## config.mk

```make
export PLATFORM = sky130hd
export DESIGN_NAME = hazard_ctrl
export DESIGN_NICKNAME = d
export VERILOG_FILES = /design/src/rtl/hazard_ctrl_pkg.sv /design/src/rtl/hazard_ctrl_match.sv /design/src/rtl/hazard_ctrl.sv
export SDC_FILE = /design/constraint.sdc
export NUM_CORES = 1
export LEC_CHECK = 0
export ABC_AREA = 1
export ABC_CLOCK_PERIOD_IN_PS = 6100
export BUFFER_PORTS_ARGS = -buffer_cell sky130_fd_sc_hd__buf_2
export CORE_MARGIN = 2
export CORE_UTILIZATION = 40
export CTS_CLUSTER_DIAMETER = 120
export DETAILED_ROUTE_END_ITERATION = 12
export GPL_ROUTABILITY_DRIVEN = 0
export GPL_TIMING_DRIVEN = 0
export HOLD_SLACK_MARGIN = 0.02
export MAX_ROUTING_LAYER = met4
export PLACE_DENSITY = 0.6
export SYNTH_ARGS = -nofsm -noshare
export SYNTH_HDL_FRONTEND = slang
export SYNTH_SLANG_ARGS = --single-unit
```

## constraint.sdc

```tcl
create_clock -name clk -period 6.1 [get_ports clk]
set_clock_uncertainty 0.2 [all_clocks]
set_input_delay 0.305 -clock clk [delete_from_list [all_inputs] [get_ports clk]]
set_output_delay 0.305 -clock clk [all_outputs]
set_load 0.05 [all_outputs]
```

## src/rtl/hazard_ctrl_pkg.sv

```systemverilog
// riscv_structures: shared hazard-controller types (scoreboard entry, select encoding).
package riscv_structures;
  localparam int RA_W_MAX = 16;
  localparam int SRC_REGFILE = 0;
  typedef struct packed {
    logic                valid;
    logic                we;
    logic [RA_W_MAX-1:0] rd;
    logic                load;
  } hz_entry_s;
endpackage

```

## src/rtl/hazard_ctrl_match.sv

```systemverilog
// hz_match: priority match of one source register against the shadow pipeline, nearest entry wins.
module hz_match
  import riscv_structures::*;
#(
  parameter int NBYP = 2,
  parameter int IW   = $clog2(NBYP + 1)
) (
  input  hz_entry_s [NBYP-1:0]     i_e,
  input  logic      [RA_W_MAX-1:0] i_rs,
  input  logic                     i_use,
  output logic                     o_hit,
  output logic      [IW-1:0]       o_idx,
  output logic                     o_load
);
  always_comb begin
    o_hit  = 1'b0;
    o_idx  = '0;
    o_load = 1'b0;
    for (int k = NBYP - 1; k >= 0; k--)
      if (i_use && i_rs != '0 && i_e[k].valid && i_e[k].we && i_e[k].rd == i_rs) begin
        o_hit  = 1'b1;
        o_idx  = IW'(k);
        o_load = i_e[k].load;
      end
  end
endmodule

```

## src/rtl/hazard_ctrl.sv

```systemverilog
// hazard_ctrl: scoreboard-based bypass select, load-use stall and redirect flush with saturating perf counters.
module hazard_ctrl
  import riscv_structures::*;
#(
  parameter int RA_W     = 5,
  parameter int NBYP     = 2,
  parameter int LOAD_LAT = 1,
  parameter int CNT_W    = 32
) (
  input  logic                         clk,
  input  logic                         reset,
  input  logic                         de_valid,
  input  logic [RA_W-1:0]              de_rs1,
  input  logic [RA_W-1:0]              de_rs2,
  input  logic                         de_use1,
  input  logic                         de_use2,
  input  logic [RA_W-1:0]              de_rd,
  input  logic                         de_we,
  input  logic                         de_load,
  input  logic                         ex_redirect,
  output logic                         stall,
  output logic                         flush,
  output logic [$clog2(NBYP+1)-1:0]    src1,
  output logic [$clog2(NBYP+1)-1:0]    src2,
  output logic [CNT_W-1:0]             stall_cnt,
  output logic [CNT_W-1:0]             flush_cnt
);
  localparam int SW = $clog2(NBYP + 1);
  hz_entry_s [NBYP-1:0] r_e;
  hz_entry_s            w_new;
  logic                 w_hit1, w_hit2, w_ld1, w_ld2, w_issue;
  logic [SW-1:0]        w_idx1, w_idx2;
  hz_match #(.NBYP(NBYP)) u_m1 (
    .i_e(r_e), .i_rs(RA_W_MAX'(de_rs1)), .i_use(de_use1),
    .o_hit(w_hit1), .o_idx(w_idx1), .o_load(w_ld1)
  );
  hz_match #(.NBYP(NBYP)) u_m2 (
    .i_e(r_e), .i_rs(RA_W_MAX'(de_rs2)), .i_use(de_use2),
    .o_hit(w_hit2), .o_idx(w_idx2), .o_load(w_ld2)
  );
  // a load at e[j] is not forwardable until it has advanced LOAD_LAT stages
  assign stall = !reset && !ex_redirect &&
                 ((w_hit1 && w_ld1 && int'(w_idx1) < LOAD_LAT) ||
                  (w_hit2 && w_ld2 && int'(w_idx2) < LOAD_LAT));
  assign flush   = !reset && ex_redirect;
  assign w_issue = de_valid && !stall && !flush;
  assign w_new   = w_issue ? hz_entry_s'{valid: 1'b1, we: de_we, rd: RA_W_MAX'(de_rd), load: de_load}
                           : hz_entry_s'('0);
  always_ff @(posedge clk) begin
    if (reset) begin
      r_e       <= '0;
      src1      <= SW'(SRC_REGFILE);
      src2      <= SW'(SRC_REGFILE);
      stall_cnt <= '0;
      flush_cnt <= '0;
    end else begin
      for (int k = NBYP - 1; k > 0; k--) r_e[k] <= r_e[k-1];
      r_e[0]    <= w_new;
      src1      <= (w_issue && w_hit1) ? w_idx1 + SW'(1) : SW'(SRC_REGFILE);
      src2      <= (w_issue && w_hit2) ? w_idx2 + SW'(1) : SW'(SRC_REGFILE);
      stall_cnt <= stall_cnt + CNT_W'(stall && !(&stall_cnt));
      flush_cnt <= flush_cnt + CNT_W'(flush && !(&flush_cnt));
    end
  end
endmodule

```

==> impl_metrics.env, run 1 <==
export IMPL_status="finished clean"
export IMPL_row_count=38
export IMPL_critPathBufInv=2
export IMPL_synthCells=657
export IMPL_drt_pre_antenna_iters=5
export IMPL_die_w_um=110
export IMPL_p_clk_frac=0.374
export IMPL_combinationalPowerShare=0.055
export IMPL_cp_common_cell="nand2_1"
export IMPL_wl_per_cell_um=13.7
export IMPL_antenna_left=0
export IMPL_dpl_cell_count=889
export IMPL_rsz0062_at_grt="no"
export IMPL_p_seq_frac=0.571
export IMPL_crit_chain="nand2_1, nor4_1, nand2_1, nor2_1, a21oi_1, ha_1, ha_1, nand3_2, inv_1, nand2_4, inv_1, nand2_1, nand2_1, a21oi_1"
export IMPL_synth_cell_types=33
export IMPL_hold_viol_final=0
export IMPL_cp_end_kind="flip-flop"
export IMPL_cts_root_buf="clkbuf_8"
export IMPL_max_slew_worst_pin_slew_ps=830
export IMPL_synth_xor_area_share=0.0295
export IMPL_final_nets=794
export IMPL_synth_mux_area_frac=0
export IMPL_wirelength_um=12400
export IMPL_synth_area_um2=4450
export IMPL_clk_latency_ps=350
export IMPL_drive_above_1_share=0.188
export IMPL_die_area_um2=12000
export IMPL_finalSetupTns_ps=0
export IMPL_start_kind="flip-flop"
export IMPL_cts_setup_buffers=0
export IMPL_ir_worst_vdd_v=0.000123
export IMPL_synth_top_family_by_area="simple AND/OR/NAND/NOR gates"
export IMPL_synth_edf_count=0
export IMPL_cpPeakStageDelay_ps=700
export IMPL_arrival_ps=3100
export IMPL_p_leak_nw=2.17
export IMPL_syn_to_final_growth_pct=19.6
export IMPL_synthAdderAreaFrac=0.0112
export IMPL_cpLargestDelayFamily="simple AND/OR/NAND/NOR gates"
export IMPL_cts_tree="built"
export IMPL_period_needed_ps=3010
export IMPL_grt_pass1_wl_um=20200
export IMPL_p_switching_mw=0.230
export IMPL_drt_iter0_drc=321
export IMPL_yosysWarnings=0
export IMPL_setup_viol=0
export IMPL_async_flop_share=0
export IMPL_num_fill_cells=1177
export IMPL_synth_top_flop_cell="dfxtp_1"
export IMPL_holdWs_ps=115
export IMPL_synth_simple_area_share=0.401
export IMPL_intPower_mw=0.728
export IMPL_via_per_inst=4.92
export IMPL_route_detailed_drc=0
export IMPL_critical_path_class="reg -> reg"
export IMPL_max_freq_mhz=332
export IMPL_dp_hpwl_um=9770
export IMPL_clk_path_buf_depth=2
export IMPL_antenna_cells=0
export IMPL_slew_viol_final=0
export IMPL_instances_no_fill=910
export IMPL_start_util=0.411
export IMPL_seq_area_frac_synth=0.373
export IMPL_cts_reportedPaths_clkPinSlew_ps=80
export IMPL_core_um2=10800
export IMPL_grt_max_degree=13
export IMPL_cp_max_fo=6
export IMPL_gr_total_overflow=0
export IMPL_synth_area_per_cell_um2=6.78
export IMPL_die_height_um=110
export IMPL_slew_limit_headroom=0.442
export IMPL_synth_compound_area_frac=0.101
export IMPL_grt_pass1_vias=4223
export IMPL_numCtsBuffers=9
export IMPL_grt_total_usage=0.224
export IMPL_synth_seq_cells=83
export IMPL_layout_setup_ws_ps=3090
export IMPL_hold_path_class="in -> reg"
export IMPL_switching_share=0.240
export IMPL_critical_path_required_ps=6190
export IMPL_cts_max_level=3
export IMPL_clock_sinks=83
export IMPL_drv_cap=0
export IMPL_post_route_period_util=0.493
export IMPL_routed_via_count=4481
export IMPL_syn_num_nets=684
export IMPL_cp_slowest_cell="nor4_1"
export IMPL_pwr_density_cell_nw_per_um2=180
export IMPL_portBuffers=92
export IMPL_antenna_found_initial=0
export IMPL_io_pins=93
export IMPL_dpl_worst_slack_ps=3130
==> stage by stage <==
step	util	power [mW]	instance area [µm²]
detailed placement	0.470	0.610	5090
CTS	0.491	0.971	5330
finish	0.491	0.958	5330
global route	0.491	0.996	5330
floorplan	-	0.589	4450
global placement	0.470	0.609	5090
==> tightest hold or removal path, cell delays in order <==
cell,delay (ps)
buf_2,100
nand2_1,60
inv_1,50
nand3_1,70
nor2_1,40
==> state kept, by name, summed over array words and instances, names as in the netlist <==
| signal | count |
|---|---|
| flush_cnt | 32 |
| stall_cnt | 32 |
| r_e | 15 |
| src1 | 2 |
| src2 | 2 |
==> worst paths after layout <==
check / from / to / slack, ps / cells past startpoint
setup / recovery: stall_cnt[15] / stall_cnt[24] / 3090 / 14
hold / removal: de_use1 / src1[1] / 120 / 5
hold reg to reg: r_e[17] / r_e[36] / 220 / 2
setup reg to reg: stall_cnt[15] / stall_cnt[24] / 3090 / 14
==> cell type report <==
type                            instances  area, µm²  area share
Buffer                                  8       40.0     0.00752
Clock buffer                           11        151      0.0284
Clock inverter                          3       15.0     0.00282
Inverter                               89        334      0.0627
Multi-Input combinational cell        477       2420       0.454
Sequential cell                        83       1660       0.312
Tap cell                              140        175      0.0329
Timing Repair Buffer                   99        531      0.0996
==> repair_timing <==
item	4_1_cts	5_1_grt
hold endpoints to repair	7	0
resized for setup	0	0
hold buffers	7	0
==> Yosys cell counts (2+ instances only) <==
cell / number / share of area
nand2_1: 161 / 0.14
nor2_1: 99 / 0.083
dfxtp_1: 83 / 0.37
inv_1: 83 / 0.070
a21oi_1: 57 / 0.064
nand3_1: 29 / 0.033
o21ai_0: 21 / 0.024
nor3_1: 20 / 0.022
nand3b_1: 17 / 0.029
nand4_1: 14 / 0.020
xnor2_1: 13 / 0.026
o21a_1: 7 / 0.012
inv_2: 6 / 0.0051
nor2_4: 6 / 0.015
ha_1: 4 / 0.011
nand2_2: 4 / 0.0056
nor2_2: 4 / 0.0056
nor3_4: 4 / 0.015
buf_1: 3 / 0.0025
nor3_2: 3 / 0.0067
buf_2: 2 / 0.0022
clkbuf_1: 2 / 0.0017
nand3_2: 2 / 0.0045
nand3_4: 2 / 0.0079
nor2_8: 2 / 0.0090
xor2_1: 2 / 0.0039
==> power by group through the flow <==
stage	logic [mW]	registers, mW	clock network [mW]
global route	0.0590	0.548	0.390
detailed placement	0.0500	0.560	0
floorplan	0.0269	0.562	0
global placement	0.0492	0.560	0
CTS	0.0535	0.547	0.371
finish	0.0526	0.547	0.359
==> routing by layer <==
| metal | vias up | wire length, µm | GRT usage |
|---|---|---|---|
| met5 | - | 0 | - |
| met2 | 156 | 5780 | 0.361 |
| met4 | 0 | 343 | 0.0922 |
| met1 | 1982 | 5540 | 0.277 |
| li1 | 2320 | - | - |
| met3 | 23 | 780 | 0.0379 |
==> cells in the final DEF, fill, tap and decap left out, drive strengths merged <==
cell,n
a21boi,1
a21oi,57
and3,1
buf,98
clkbuf,13
clkinv,3
dfxtp,83
dlygate4sd3,7
ha,4
inv,89
nand2,166
nand3,33
nand3b,17
nand4,14
nor2,111
nor3,27
nor3b,1
nor4,1
o21a,7
o21ai,21
or2,1
xnor2,13
xor2,2
==> cell families (layout without fill, tap and decap cells) <==
kind of cell | after synthesis | in the layout
AO/OA/AOI/OAI | 86 | 86
adder cells (fa/ha/maj) | 4 | 4
flip-flops | 83 | 83
buffers and inverters | 97 | 210
AND/OR/NAND/NOR | 372 | 372
XOR/XNOR | 15 | 15
No activity file was read; power rests on OpenSTA's default activity.
==> inputs of run 2 (changes only) <==
--- a/config.mk
+++ b/config.mk
@@ -6,7 +6,7 @@
 export NUM_CORES = 1
 export LEC_CHECK = 0
 export ABC_AREA = 1
-export ABC_CLOCK_PERIOD_IN_PS = 6100
+export ABC_CLOCK_PERIOD_IN_PS = 2500
 export BUFFER_PORTS_ARGS = -buffer_cell sky130_fd_sc_hd__buf_2
 export CORE_MARGIN = 2
 export CORE_UTILIZATION = 40
@@ -16,7 +16,7 @@
 export GPL_TIMING_DRIVEN = 0
 export HOLD_SLACK_MARGIN = 0.02
 export MAX_ROUTING_LAYER = met4
-export PLACE_DENSITY = 0.6
+export PLACE_DENSITY = 0.63
 export SYNTH_ARGS = -nofsm -noshare
 export SYNTH_HDL_FRONTEND = slang
 export SYNTH_SLANG_ARGS = --single-unit
==> constraint.sdc (replaced) <==
create_clock -name clk -period 2.5 [get_ports clk]
set_clock_uncertainty 0.2 [all_clocks]
set_input_delay 0.125 -clock clk [delete_from_list [all_inputs] [get_ports clk]]
set_output_delay 0.125 -clock clk [all_outputs]
set_load 0.05 [all_outputs]
==> impl_metrics.env, run 2 (synthesis gave the netlist of run 1 again) <==
export IMPL_status="finished clean"
export IMPL_ir_worst_vdd_v=0.000292
export IMPL_cp_slowest_cell="dfxtp_1"
export IMPL_cp_common_cell="nand2_1"
export IMPL_dpl_worst_slack_ps=-260
export IMPL_p_leak_nw=2.36
export IMPL_slew_viol_final=0
export IMPL_switching_share=0.250
export IMPL_grt_pass1_wl_um=20100
export IMPL_start_kind="flip-flop"
export IMPL_layout_setup_ws_ps=62.7
export IMPL_io_pins=93
export IMPL_p_clk_frac=0.373
export IMPL_cts_root_buf="clkbuf_8"
export IMPL_wirelength_um=12700
export IMPL_grt_pass1_vias=4259
export IMPL_cts_tree="built"
export IMPL_finalSetupTns_ps=0
export IMPL_hold_path_class="in -> reg"
export IMPL_start_util=0.411
export IMPL_portBuffers=92
export IMPL_die_w_um=110
export IMPL_layout_common_cells="nand2_1 (149), buf_2 (94), nor2_1 (91)"
export IMPL_rsz0062_at_grt="yes"
export IMPL_post_route_period_util=0.975
export IMPL_grt_total_usage=0.222
export IMPL_setup_viol=0
export IMPL_critical_path_required_ps=2530
export IMPL_routed_via_count=4680
export IMPL_dp_hpwl_um=9640
export IMPL_die_height_um=110
export IMPL_cts_reportedPaths_clkPinSlew_ps=90
export IMPL_intPower_mw=1.76
export IMPL_p_switching_mw=0.588
export IMPL_p_seq_frac=0.568
export IMPL_drv_cap=0
export IMPL_final_nets=820
export IMPL_cp_end_kind="flip-flop"
export IMPL_syn_to_final_growth_pct=30.4
export IMPL_die_area_um2=12000
export IMPL_clk_latency_ps=360
export IMPL_drt_pre_antenna_iters=5
export IMPL_instances_no_fill=937
export IMPL_combinationalPowerShare=0.059
export IMPL_cts_max_level=3
export IMPL_antenna_cells=0
export IMPL_arrival_ps=2470
export IMPL_grt_max_degree=14
export IMPL_place_area_um2=5150
export IMPL_slew_limit_headroom=0.533
export IMPL_crit_chain="inv_1, nand2_1, nand3_1, nor2_2, nand3_2, nand2_1, nand2_2, a21oi_2, ha_2, buf_6, nand3_4, nor2_8, nand3_4, nor2_4, nand2_1, nand2_1, a21oi_2"
export IMPL_antenna_left=0
export IMPL_drive_above_1_share=0.330
export IMPL_route_detailed_drc=0
export IMPL_wl_per_cell_um=13.5
export IMPL_final_area_um2=5810
export IMPL_num_fill_cells=1081
export IMPL_gr_total_overflow=0
export IMPL_pwr_density_cell_nw_per_um2=404
export IMPL_clock_sinks=83
export IMPL_hold_viol_final=0
export IMPL_max_slew_worst_pin_slew_ps=701
export IMPL_row_count=38
export IMPL_core_um2=10800
export IMPL_antenna_found_initial=0
export IMPL_cpPeakStageDelay_ps=360
export IMPL_via_per_inst=4.99
export IMPL_cp_max_fo=5
export IMPL_dpl_cell_count=889
export IMPL_reg_largest_list="flush_cnt x32, stall_cnt x32, r_e x15"
export IMPL_critical_path_class="reg -> reg"
export IMPL_numCtsBuffers=9
export IMPL_max_freq_mhz=410
export IMPL_period_needed_ps=2440
export IMPL_clk_path_buf_depth=2
export IMPL_final_util=0.536
export IMPL_final_common_cell="nand2_1"
export IMPL_drt_iter0_drc=224
## run 2: final timing paths
kind	startpoint	endpoint	slack [ps]	depth (start not counted)
setup / recovery	r_e[2]	stall_cnt[31]	60	17
hold / removal	de_rs1[3]	src1[1]	50	6
setup reg to reg	r_e[2]	stall_cnt[31]	60	17
hold reg to reg	r_e[18]	r_e[37]	230	2
## run 2: metrics by stage
| stage | hold WS, ps | power [mW] |
|---|---|---|
| finish | 45.4 | 2.35 |
| floorplan | 37.2 | 1.44 |
| detailed placement | 144 | 1.49 |
| CTS | 32.2 | 2.36 |
| global route | 107 | 2.44 |
| global placement | 139 | 1.48 |
## run 2: power groups by stage
stage | Sequential [mW] | Combinational (mW) | Clock (mW)
final | 1.33 | 0.138 | 0.876
after global routing | 1.33 | 0.156 | 0.945
after CTS | 1.33 | 0.135 | 0.888
after detailed placement | 1.37 | 0.120 | 0
after global placement | 1.36 | 0.119 | 0
after floorplan | 1.37 | 0.0660 | 0
## run 2: what timing repair did
| action | CTS | global route |
|---|---|---|
| setup buffers | 10 | 11 |
| hold buffers | 12 | 0 |
| setup endpoints to repair | 28 | 46 |
| resized for setup | 15 | 55 |
| pin swaps | 9 | 24 |
| hold endpoints to repair | 11 | 0 |
## run 2: routing by layer
metal  vias up  track usage  share of wire
met1      2143        0.292           0.45
li1       2373            -              -
met3        21       0.0237          0.067
met2       143        0.354           0.47
met5         -            -              0
met4         0       0.0823          0.020
## run 2: cell type report
class / count / area [µm²] / share of cell area
multi-input combinational: 477 / 2620 / 0.452
clock buffer: 10 / 138 / 0.0237
buffer: 8 / 40.0 / 0.00690
timing repair buffer: 125 / 742 / 0.128
tap: 140 / 175 / 0.0302
clock inverter: 5 / 30.0 / 0.00517
sequential: 83 / 1730 / 0.297
inverter: 89 / 334 / 0.0575
## run 2: critical path, delay by kind of cell, from the launching register on
| family | cells | cell delay, ps |
|---|---|---|
| and+or+nand+nor | 12 | 1170 |
| DFF | 1 | 360 |
| adders and majority gates | 1 | 220 |
| buffers and inverters | 2 | 180 |
| AOI/OAI and AO/OA | 2 | 170 |
==> inputs of run 3 (changes only) <==
--- a/config.mk
+++ b/config.mk
@@ -16,7 +16,8 @@
 export GPL_TIMING_DRIVEN = 0
 export HOLD_SLACK_MARGIN = 0.02
 export MAX_ROUTING_LAYER = met4
-export PLACE_DENSITY = 0.63
+export PLACE_DENSITY = 0.61
 export SYNTH_ARGS = -nofsm -noshare
 export SYNTH_HDL_FRONTEND = slang
+export SYNTH_HIERARCHICAL = 1
 export SYNTH_SLANG_ARGS = --single-unit
==> impl_metrics.env, run 3 <==
export IMPL_status="complete, but fails checks"
export IMPL_violations="setup timing"
export IMPL_clock_sinks=84
export IMPL_yosys_area_top_type="dfxtp_1"
export IMPL_dp_hpwl_um=11700
export IMPL_slew_viol_final=0
export IMPL_antenna_found_initial=0
export IMPL_min_from="reset"
export IMPL_critical_path_required_ps=2530
export IMPL_gr_total_overflow=0
export IMPL_max_freq_mhz=336
export IMPL_layout_setup_ws_ps=-479
export IMPL_r2r_end="stall_cnt[10]"
export IMPL_grt_pass1_vias=5447
export IMPL_hold_path_class="in -> reg"
export IMPL_period_needed_ps=2980
export IMPL_finalPower_mw=3.22
export IMPL_arrival_ps=3010
export IMPL_rsz0062_at_grt="yes"
export IMPL_start_util=0.412
export IMPL_setup_viol=31
export IMPL_cts_reportedPaths_clkPinSlew_ps=70
export IMPL_synth_edf_count=0
export IMPL_via_per_inst=4.20
export IMPL_start_kind="flip-flop"
export IMPL_clk_path_buf_depth=2
export IMPL_grt_pass1_wl_um=25000
export IMPL_p_leak_nw=3.63
export IMPL_async_flop_share=0
export IMPL_reg_largest_list="flush_cnt x32, stall_cnt x32, r_e x16"
export IMPL_drv_cap=0
export IMPL_final_nets=1288
export IMPL_slew_limit_headroom=0.570
export IMPL_drt_pre_antenna_iters=4
export IMPL_clk_latency_ps=350
export IMPL_numCtsBuffers=9
export IMPL_cp_max_fo=6
export IMPL_synth_area_per_cell_um2=5.89
export IMPL_r2r_start="r_e[2]"
export IMPL_synth_top_flop_cell="dfxtp_1"
export IMPL_cp_end_kind="flip-flop"
export IMPL_seq_area_frac_synth=0.293
export IMPL_routed_via_count=6071
export IMPL_synth_top_area_share=0.293
export IMPL_critical_path_class="reg -> reg"
export IMPL_antenna_left=0
export IMPL_max_slew_worst_pin_slew_ps=645
export IMPL_cts_max_level=3
export IMPL_io_pins=93
export IMPL_die_height_um=124
export IMPL_pwr_density_cell_nw_per_um2=404
export IMPL_core_um2=13900
export IMPL_synthTopCellsByCount="nand2_1 (310), nor2_1 (167), inv_1 (154)"
export IMPL_yosysMostFrequentCell="nand2_1"
export IMPL_grt_total_usage=0.216
export IMPL_die_area_um2=15300
export IMPL_reg2reg_setup_slack_ps=-480
export IMPL_syn_to_final_growth_pct=38.6
export IMPL_row_count=43
export IMPL_drive_above_1_share=0.235
export IMPL_wl_per_cell_um=10.4
export IMPL_synth_seq_cells=84
export IMPL_cts_tree="built"
export IMPL_post_route_period_util=1.19
export IMPL_ir_worst_vdd_v=0.000309
export IMPL_synth_area_um2=5750
export IMPL_die_w_um=124
export IMPL_layout_common_cells="nand2_1 (302), conb_1 (156), nor2_1 (150)"
export IMPL_grt_max_degree=15
export IMPL_drt_iter0_drc=172
export IMPL_final_common_cell="nand2_1"
export IMPL_route_detailed_drc=0
export IMPL_hold_viol_final=0
export IMPL_antenna_cells=0
export IMPL_portBuffers=91
export IMPL_synth_area_leaders="dfxtp_1 (29%), nand2_1 (20%), nor2_1 (11%), inv_1 (10%), a21oi_1 (3.8%)"
export IMPL_r2r_cells=24
export IMPL_synthCells=976
export IMPL_holdWs_ps=134
export IMPL_cts_root_buf="clkbuf_16"
export IMPL_holdPathStages=3
export IMPL_yosysWarnings=6
export IMPL_wirelength_um=15000
export IMPL_synth_cell_types=34
export IMPL_whs_endpoint="stall_cnt[28]"
run 3: layout make-up:
type	instances	area (µm²)
flip-flops and latches	84	1730
clock inverters	6	111
fillers	1475	5970
plain buffers	10	50.0
well taps	180	225
inverters	177	674
clock buffers	10	239
repair buffers	119	708
multi-input cells	858	4230
run 3: layer usage:
layer	vias to the layer above	track usage	wire length (µm)
met5	-	-	0
met2	89	0.363	7210
met3	12	0.0325	486
li1	3354	-	-
met1	2616	0.266	7150
met4	0	0.0696	195
run 3: logic make-up after synthesis:
group                      after synthesis  synth area share
buffers and inverters                  187             0.124
AOI/OAI and AO/OA                       79            0.0745
adders and majority gates                6            0.0131
xor gates and xnor gates                22            0.0335
other                                    3           0.00196
DFF                                     84             0.293
and+or+nand+nor                        595             0.460
run 3: what timing repair did:
item	in CTS	in global routing
buffers inserted	16	4
resized for setup	30	64
setup endpoints to repair	33	54
hold buffers	10	0
pin swaps	23	21
hold endpoints to repair	8	0
run 3: per-stage QoR:
stage	cell area, µm²	instances	TNS [ps]	setup WS, ps	util
after global placement	7100	1400	-18020	-735	0.509
final	7970	1444	-11410	-479	0.572
after global routing	7970	1444	-16940	-662	0.572
after floorplan	6420	1129	-5490	-320	-
after CTS	7770	1442	-13010	-541	0.558
after detailed placement	7100	1400	-18940	-759	0.509
run 3: worst max-delay path, cell delays in order, from the launching register on:
cell     delay, ps
dfxtp_4        380
inv_2           30
nand2_1         40
nand2_1         40
inv_1           50
nand2_1         60
nor2_2         110
nand2_1         80
nor2_2         120
nand2_2         80
and2_4         150
inv_2           50
ha_4           130
nand3_4         70
nand2_4         90
nand2_4         60
a21oi_4        150
ha_4           160
ha_4           140
inv_4           40
nor2_8         170
nand3_4        110
buf_4          150
xor2_1         120
nor2_1          50
run 3: how the worst max path moves through the flow:
stage / from / endpoint / depth (start not counted)
floorplan: r_e[2] / stall_cnt[26] / 25
global placement: r_e[2] / stall_cnt[26] / 25
detailed placement: r_e[2] / stall_cnt[26] / 25
CTS: r_e[2] / stall_cnt[26] / 25
global route: r_e[2] / stall_cnt[18] / 25
finish: r_e[2] / stall_cnt[10] / 24
run 3: report_power, final:
| part | total [mW] | internal (mW) | switching [mW] |
|---|---|---|---|
| clock | 1.57 | 1.00 | 0.571 |
| sequential | 1.35 | 1.34 | 0.00917 |
| combinational | 0.296 | 0.114 | 0.183 |
